## src/rtl/gcn_fetch_scheduler.sv

```systemverilog
// rtl/gcn_fetch_scheduler.sv - GCN top-level fetch/MAC/aggregation sequencer
module gcn_fetch_scheduler #(
    parameter int FEATURE_ROWS          = 6,
    parameter int WEIGHT_COLS           = 3,
    parameter int ADDRESS_WIDTH         = 13,
    parameter int FEATURE_BASE          = 512,
    parameter int COO_NUM_OF_COLS       = 6,
    parameter int COO_BW                = $clog2(COO_NUM_OF_COLS),
    parameter int COUNTER_WEIGHT_WIDTH  = $clog2(WEIGHT_COLS),
    parameter int COUNTER_FEATURE_WIDTH = $clog2(FEATURE_ROWS)
) (
    input  logic                             clk,
    input  logic                             reset,
    input  logic                             start,
    input  logic                             mac_done,
    output logic                             enable_read,
    output logic [ADDRESS_WIDTH-1:0]         read_address,
    output logic                             weight_load,
    output logic [COUNTER_WEIGHT_WIDTH-1:0]  weight_col_idx,
    output logic                             feature_load,
    output logic [COUNTER_FEATURE_WIDTH-1:0] feature_row_idx,
    output logic                             mac_start,
    output logic [COO_BW-1:0]                coo_address,
    output logic                             agg_valid,
    output logic                             done
);

    typedef enum logic [2:0] {
        S_IDLE,
        S_LOAD_W,
        S_LOAD_F,
        S_MAC_START,
        S_MAC_WAIT,
        S_COMBINE,
        S_DONE
    } state_t;

    localparam logic [COUNTER_WEIGHT_WIDTH-1:0]  W_LAST = COUNTER_WEIGHT_WIDTH'(WEIGHT_COLS - 1);
    localparam logic [COUNTER_FEATURE_WIDTH-1:0] F_LAST = COUNTER_FEATURE_WIDTH'(FEATURE_ROWS - 1);
    localparam logic [COO_BW-1:0]                C_LAST = COO_BW'(COO_NUM_OF_COLS - 1);
    localparam logic [COUNTER_WEIGHT_WIDTH-1:0]  W_ONE  = COUNTER_WEIGHT_WIDTH'(1);
    localparam logic [COUNTER_FEATURE_WIDTH-1:0] F_ONE  = COUNTER_FEATURE_WIDTH'(1);
    localparam logic [COO_BW-1:0]                C_ONE  = COO_BW'(1);
    localparam logic [ADDRESS_WIDTH-1:0]         F_BASE = ADDRESS_WIDTH'(FEATURE_BASE);

    state_t                             r_state;
    state_t                             w_state_nxt;
    logic [COUNTER_WEIGHT_WIDTH-1:0]    r_w_cnt;
    logic [COUNTER_WEIGHT_WIDTH-1:0]    w_w_cnt_nxt;
    logic [COUNTER_FEATURE_WIDTH-1:0]   r_f_cnt;
    logic [COUNTER_FEATURE_WIDTH-1:0]   w_f_cnt_nxt;
    logic [COO_BW-1:0]                  r_c_cnt;
    logic [COO_BW-1:0]                  w_c_cnt_nxt;

    // State and counter registers; reset drops everything to IDLE at once.
    always_ff @(posedge clk or posedge reset) begin
        if (reset) begin
            r_state <= S_IDLE;
            r_w_cnt <= '0;
            r_f_cnt <= '0;
            r_c_cnt <= '0;
        end else begin
            r_state <= w_state_nxt;
            r_w_cnt <= w_w_cnt_nxt;
            r_f_cnt <= w_f_cnt_nxt;
            r_c_cnt <= w_c_cnt_nxt;
        end
    end

    // Next-state/counter logic; outputs decode only registered state and counters.
    always_comb begin
        w_state_nxt     = r_state;
        w_w_cnt_nxt     = r_w_cnt;
        w_f_cnt_nxt     = r_f_cnt;
        w_c_cnt_nxt     = r_c_cnt;
        enable_read     = 1'b0;
        read_address    = '0;
        weight_load     = 1'b0;
        weight_col_idx  = '0;
        feature_load    = 1'b0;
        feature_row_idx = '0;
        mac_start       = 1'b0;
        coo_address     = '0;
        agg_valid       = 1'b0;
        done            = 1'b0;

        case (r_state)
            S_IDLE: begin
                if (start) begin
                    w_state_nxt = S_LOAD_W;
                    w_w_cnt_nxt = '0;
                end
            end
            S_LOAD_W: begin
                enable_read    = 1'b1;
                read_address   = ADDRESS_WIDTH'(r_w_cnt);
                weight_load    = 1'b1;
                weight_col_idx = r_w_cnt;
                if (r_w_cnt == W_LAST) begin
                    w_state_nxt = S_LOAD_F;
                    w_f_cnt_nxt = '0;
                end else begin
                    w_w_cnt_nxt = r_w_cnt + W_ONE;
                end
            end
            S_LOAD_F: begin
                enable_read     = 1'b1;
                read_address    = F_BASE + ADDRESS_WIDTH'(r_f_cnt);
                feature_load    = 1'b1;
                feature_row_idx = r_f_cnt;
                w_state_nxt     = S_MAC_START;
            end
            S_MAC_START: begin
                mac_start       = 1'b1;
                feature_row_idx = r_f_cnt;
                w_state_nxt     = S_MAC_WAIT;
            end
            S_MAC_WAIT: begin
                feature_row_idx = r_f_cnt;
                if (mac_done) begin
                    if (r_f_cnt == F_LAST) begin
                        w_state_nxt = S_COMBINE;
                        w_c_cnt_nxt = '0;
                    end else begin
                        w_f_cnt_nxt = r_f_cnt + F_ONE;
                        w_state_nxt = S_LOAD_F;
                    end
                end
            end
            S_COMBINE: begin
                coo_address = r_c_cnt;
                agg_valid   = 1'b1;
                if (r_c_cnt == C_LAST) begin
                    w_state_nxt = S_DONE;
                end else begin
                    w_c_cnt_nxt = r_c_cnt + C_ONE;
                end
            end
            S_DONE: begin
                done = 1'b1;
                if (!start) begin
                    w_state_nxt = S_IDLE;
                end
            end
            default: begin
                w_state_nxt = S_IDLE;
            end
        endcase
    end

endmodule

```

## config.mk

```make
export PLATFORM = sky130hd
export DESIGN_NAME = gcn_fetch_scheduler
export DESIGN_NICKNAME = d
export VERILOG_FILES = /design/src/rtl/gcn_fetch_scheduler.sv
export SDC_FILE = /design/constraint.sdc
export NUM_CORES = 1
export LEC_CHECK = 0
export ABC_CLOCK_PERIOD_IN_PS = 1500
export CORE_UTILIZATION = 40
export DETAILED_ROUTE_END_ITERATION = 6
export PLACE_DENSITY = 0.78
export REMOVE_ABC_BUFFERS = 1
export SLEW_MARGIN = 20
export SYNTH_ARGS = -nofsm -noshare
export SYNTH_HDL_FRONTEND = slang
export SYNTH_SLANG_ARGS = --single-unit
```

## constraint.sdc

```tcl
create_clock -name clk -period 1.5 [get_ports clk]
set_clock_uncertainty 0.1 [all_clocks]
set_input_delay 0.225 -clock clk [delete_from_list [all_inputs] [get_ports clk]]
set_output_delay 0.225 -clock clk [all_outputs]
set_load 0.02 [all_outputs]
```

Word-level counts from Yosys, hierarchy flattened
Cells that the tools add are included.
{"block": "classes", "addsub": 4, "multipliers": 0, "div": 0, "order_cmp": 0, "n_eq_ne": 18, "shift": 0, "mux": 28, "bitwise": 0, "reduce_logical": 10}
{"cell": "$mux 3", "n": 14}
{"cell": "$pmux 11 s2", "n": 1}
{"cell": "$pmux 3 s7", "n": 1}
{"cell": "$ne 2x2->1 const B", "n": 9}
{"cell": "$eq 3x3->1 const B", "n": 5}
{"cell": "$pmux 3 s2", "n": 2}
{"cell": "$add 10x3->11 const A", "n": 1}
{"cell": "$reduce_and 4->1", "n": 2}
{"cell": "$add 3x1->3 const B", "n": 2}
{"cell": "$eq 3x2->1 const B", "n": 2}
{"cell": "$mux 1", "n": 6}
{"cell": "$mux 2", "n": 3}
{"cell": "$reduce_bool 2->1", "n": 3}
{"cell": "$reduce_and 5->1", "n": 1}
{"cell": "$pmux 2 s2", "n": 1}
{"cell": "$eq 3x1->1 const B", "n": 1}
{"cell": "$logic_not 3->1", "n": 1}
{"cell": "$reduce_and 3->1", "n": 1}
{"cell": "$reduce_or 3->1", "n": 1}
{"cell": "$add 2x1->2 const B", "n": 1}
{"cell": "$eq 2x2->1 const B", "n": 1}
{"cell": "$reduce_or 2->1", "n": 1}
{"block": "totals", "register_bits": 11, "latch_bits": 0, "ram_bits": 0, "rom_bits": 0, "in_bits": 4, "out_inout_bits": 27, "wordCells": 64, "memories": 0}

Longest topological paths before layout
{"block": "logic_depth", "word_depth": 4, "depth_mapped": 6, "mapped_depth_nobuf": 5}

Least setup slack after synthesis
No wires, ideal clock.
{"block": "synth_timing", "kind": "register to output", "from": "reg r_state[1]", "to": "out read_address[0]", "t_arrival_ns": 1.500, "required_time_ns": 1.175, "setup_slack_ns": -0.325, "stages_incl_launch_ff": 5, "cell_sequence": "dfrtp_1 clkbuf_2 nor3b_2 and2_1 a21o_1"}
{"block": "synth_via", "elab_chain_cells": 2, "elab_cells_between_ends": 3, "classes_between": "2 x eq/ne; 1 x mux"}
{"item": "start, declared", "line_no": "46", "rtl": "state_t r_state;"}
{"item": "start signal, assigned", "line_no": "63", "rtl": "r_state <= w_state_nxt;"}
{"item": "$eq 3x2->1 or $eq 3x1->1 (tied branches)", "line_no": "87", "rtl": "case (r_state)"}
{"item": "$pmux 11 s2 *", "line_no": "87"}
{"item": "end, declared", "line_no": "17", "rtl": "output logic [ADDRESS_WIDTH-1:0] read_address,"}
Mark *: on every way between the ends. The rest lies on a longest branch, timed or not.

Worst setup path after layout
{"block": "layout_timing", "from": "reg r_state[0]", "to": "out coo_address[0]"}
{"block": "layout_via", "elab_chain_cells": 2}
{"item": "$eq 3x3->1", "line_no": "87"}
{"item": "$mux 3", "line_no": "87"}
{"item": "end, declared", "line_no": "23", "rtl": "output logic [COO_BW-1:0] coo_address,"}
Every way passes these cells.

==> impl_metrics.ini <==
[hold_path]
hold_class = primary input to asynchronous set/reset pin

[critical_path]
startpoint_type = register
cp.depth = 5
r2r-start = r_state[0]
worstPathArrival_ps = 1510
ff2ff_setup_slack_ps = -250
cpMaxStageDelayCell = dfrtp_1
worstRegToRegCells = 8
path_buf_inv = 3
crit_path_start = r_state[0]
cp_cell_sequence = inv_4 > or3_4 > clkinv_4 > and2_4 > buf_6
critPathCapture = coo_address[0]
worstSetupPathType = register to output pin
r2r_end = r_state[1]
required_ps = 1170
critPathMaxStageDelay_ps = 440
critPathTopFamily = simple AND/OR/NAND/NOR gates
critPathCaptureType = output pin
crit_fanout = 3

[run_status]
violations = setup timing
status = finished with violations

[synthesis]
synth-compound-area-share_pct = 21.1
ys_seq_area_share_pct = 30.0
ys_seq_elements = 11
muxShareOfSynthArea_pct = 4.36
synth_area_um2 = 918
synthCells = 104
synth_xor_area_share_pct = 0
ys_types = 39
yosysWarnings = 0
synth_fa_ha_area_share_pct = 6.81
avgSynthCellArea_um2 = 8.83
synth_top_family_by_area = compound AO/OA/AOI/OAI gates
synth-simple-area-share_pct = 20.7

[layout]
insertedDiodeCount = 0
layout_common_cells = buf_6, buf_4, conb_1, dfrtp_1, inv_1
final_core_util_pct = 76.3
drive_gt1_share_pct = 57.5
fillers = 147
area_delta_synth_final_pct = 71.4
finalNetCount = 163
mostFrequentLayoutCell = buf_6

[routing]
dr_total_vias = 966
vias_per_cell = 5.37
drc_errors = 0
firstDrtPassIters = 4
routed_wl_mm = 2.83
dr.first_iter.drc_count = 21
ant_nets = 0
routedWlPerCell_um = 15.7

[global_routing]
grt_pass1_wl_mm = 4.20
antenna_found_initial = 0
grt_overflow = 0
grt_pass1_vias = 945
grt_max_degree = 13
grt_usage_pct = 22.3

[placement]
dpl_worst_slack_ps = -447
io_buffer_count = 21
finalWeightedCongestion = 0.791
place_hpwl_mm = 1.81

[floorplan]
die_h_um = 49.9
fp.dieArea_um2 = 2490
pin_count = 31
die_x_um = 49.9
initial_utilization_pct = 44.5
num_rows = 16
core_region_area_um2 = 2060

[sta]
setup_viol = 28
fmax_mhz = 546
drv_slew = 0
fin_ws_ps = -333
hold_viol_final = 0
rsz0062_at_grt = true
finalSetupTns_ps = -5170
min_period_ps = 1830
fin_crit_sh_pct = 122

[clock_network]
cts_buffers = 3
cts_max_path_buffers = 2
cts_tree = done
clock-sinks = 11
clk-insertion-delay-late_ps = 280
path_clk_slew_ps = 80
htree_levels = 1
root_buffer = clkbuf_4

[pwr]
vdd_drop_max_mv = 1.39
power_density_nw_per_um2 = 2080
p_leak_nw = 0.757

[run]
max_cap_violations = 0
per-layer routing:
metal  global-route usage [%]  routed length [µm]  vias to the layer above
met2                     42.8                1610                       32
met4                     2.38                  25                        0
li1                         -                   -                      441
met3                     5.86                 126                        6
met5                        0                   0                        -
met1                     24.9                1070                      487
synth_stat cells, drive strengths merged:
| library cell | n | area (µm²) |
|---|---|---|
| buf | 12 | 87.6 |
| dfrtp | 11 | 275 |
| inv | 10 | 40.0 |
| a21oi | 5 | 28.8 |
| ha | 5 | 62.6 |
| a21o | 4 | 30.0 |
| and2 | 4 | 25.0 |
| clkbuf | 4 | 16.3 |
| mux2i | 4 | 40.0 |
| nand2 | 4 | 15.0 |
| nor2 | 4 | 15.0 |
| nor2b | 4 | 25.0 |
| and3 | 3 | 18.8 |
| o21ai | 3 | 15.0 |
| o2bb2ai | 3 | 26.3 |
| a22o | 2 | 17.5 |
| a32o | 2 | 20.0 |
| nor3b | 2 | 25.0 |
| nor4 | 2 | 12.5 |
| or2 | 2 | 12.5 |
| a21boi | 1 | 7.51 |
| a311oi | 1 | 8.76 |
| a32oi | 1 | 8.76 |
| clkinv | 1 | 8.76 |
| conb | 1 | 3.75 |
| nand2b | 1 | 6.26 |
| nand3 | 1 | 5.00 |
| nand3b | 1 | 7.51 |
| nand4bb | 1 | 11.3 |
| o211ai | 1 | 7.51 |
| o22ai | 1 | 6.26 |
| o31a | 1 | 8.76 |
| o32ai | 1 | 8.76 |
| or3 | 1 | 11.3 |
final cells by class:
class | instances | area [µm²] | area share, %
sequential | 11 | 278 | 17.6
timing repair buffer | 53 | 523 | 33.2
tap | 27 | 33.8 | 2.15
multi-input combinational | 74 | 664 | 42.2
clock buffer | 4 | 26.3 | 1.67
inverter | 11 | 48.8 | 3.10
state kept, by name, summed over array words and instances, names as in the netlist:
name,flops
r_f_cnt,3
r_c_cnt,3
r_w_cnt,2
r_state,3
timing repair:
| action | in CTS | in global routing |
|---|---|---|
| pin swaps | 6 | 12 |
| gates resized for setup | 118 | 46 |
| endpoints found under the hold margin | 0 | 0 |
| setup buffers | 7 | 9 |
| hold buffers | 0 | 0 |
| endpoints found under the setup margin | 24 | 28 |
cells by family after synthesis:
group	count (synthesis)
AND/OR/NAND/NOR	30
buffers and inverters	27
AO/OA/AOI/OAI	26
flip-flops	11
adder cells (fa/ha/maj)	5
multiplexers	4
other	1
report_power, final:
part | leakage, nW | internal [mW] | switching (mW)
combinational | 0.608 | 1.33 | 1.15
sequential | 0.134 | 0.427 | 0.155
clock | 0.0150 | 0.103 | 0.113
worst min-delay path by stage:
| stage | slack [ps] | depth (start not counted) | to |
|---|---|---|---|
| final | 150 | 2 | r_c_cnt[2] |
| after global routing | 190 | 2 | r_c_cnt[2] |
| after CTS | 160 | 2 | r_c_cnt[2] |
| after detailed placement | 450 | 1 | r_c_cnt[0] |
| after global placement | 440 | 1 | r_c_cnt[0] |
| after floorplan | -20 | 1 | r_c_cnt[0] |
through the flow:
step | cell area (µm²) | power (mW) | cells | hold WS [ps]
finish | 1570 | 3.28 | 180 | 149
global route | 1570 | 3.48 | 180 | 194
CTS | 1360 | 2.71 | 173 | 164
detailed placement | 1220 | 2.24 | 162 | 453
global placement | 1220 | 2.17 | 162 | 437
floorplan | 845 | 1.48 | 96 | -22.6
(Power assumes the default switching activity.)
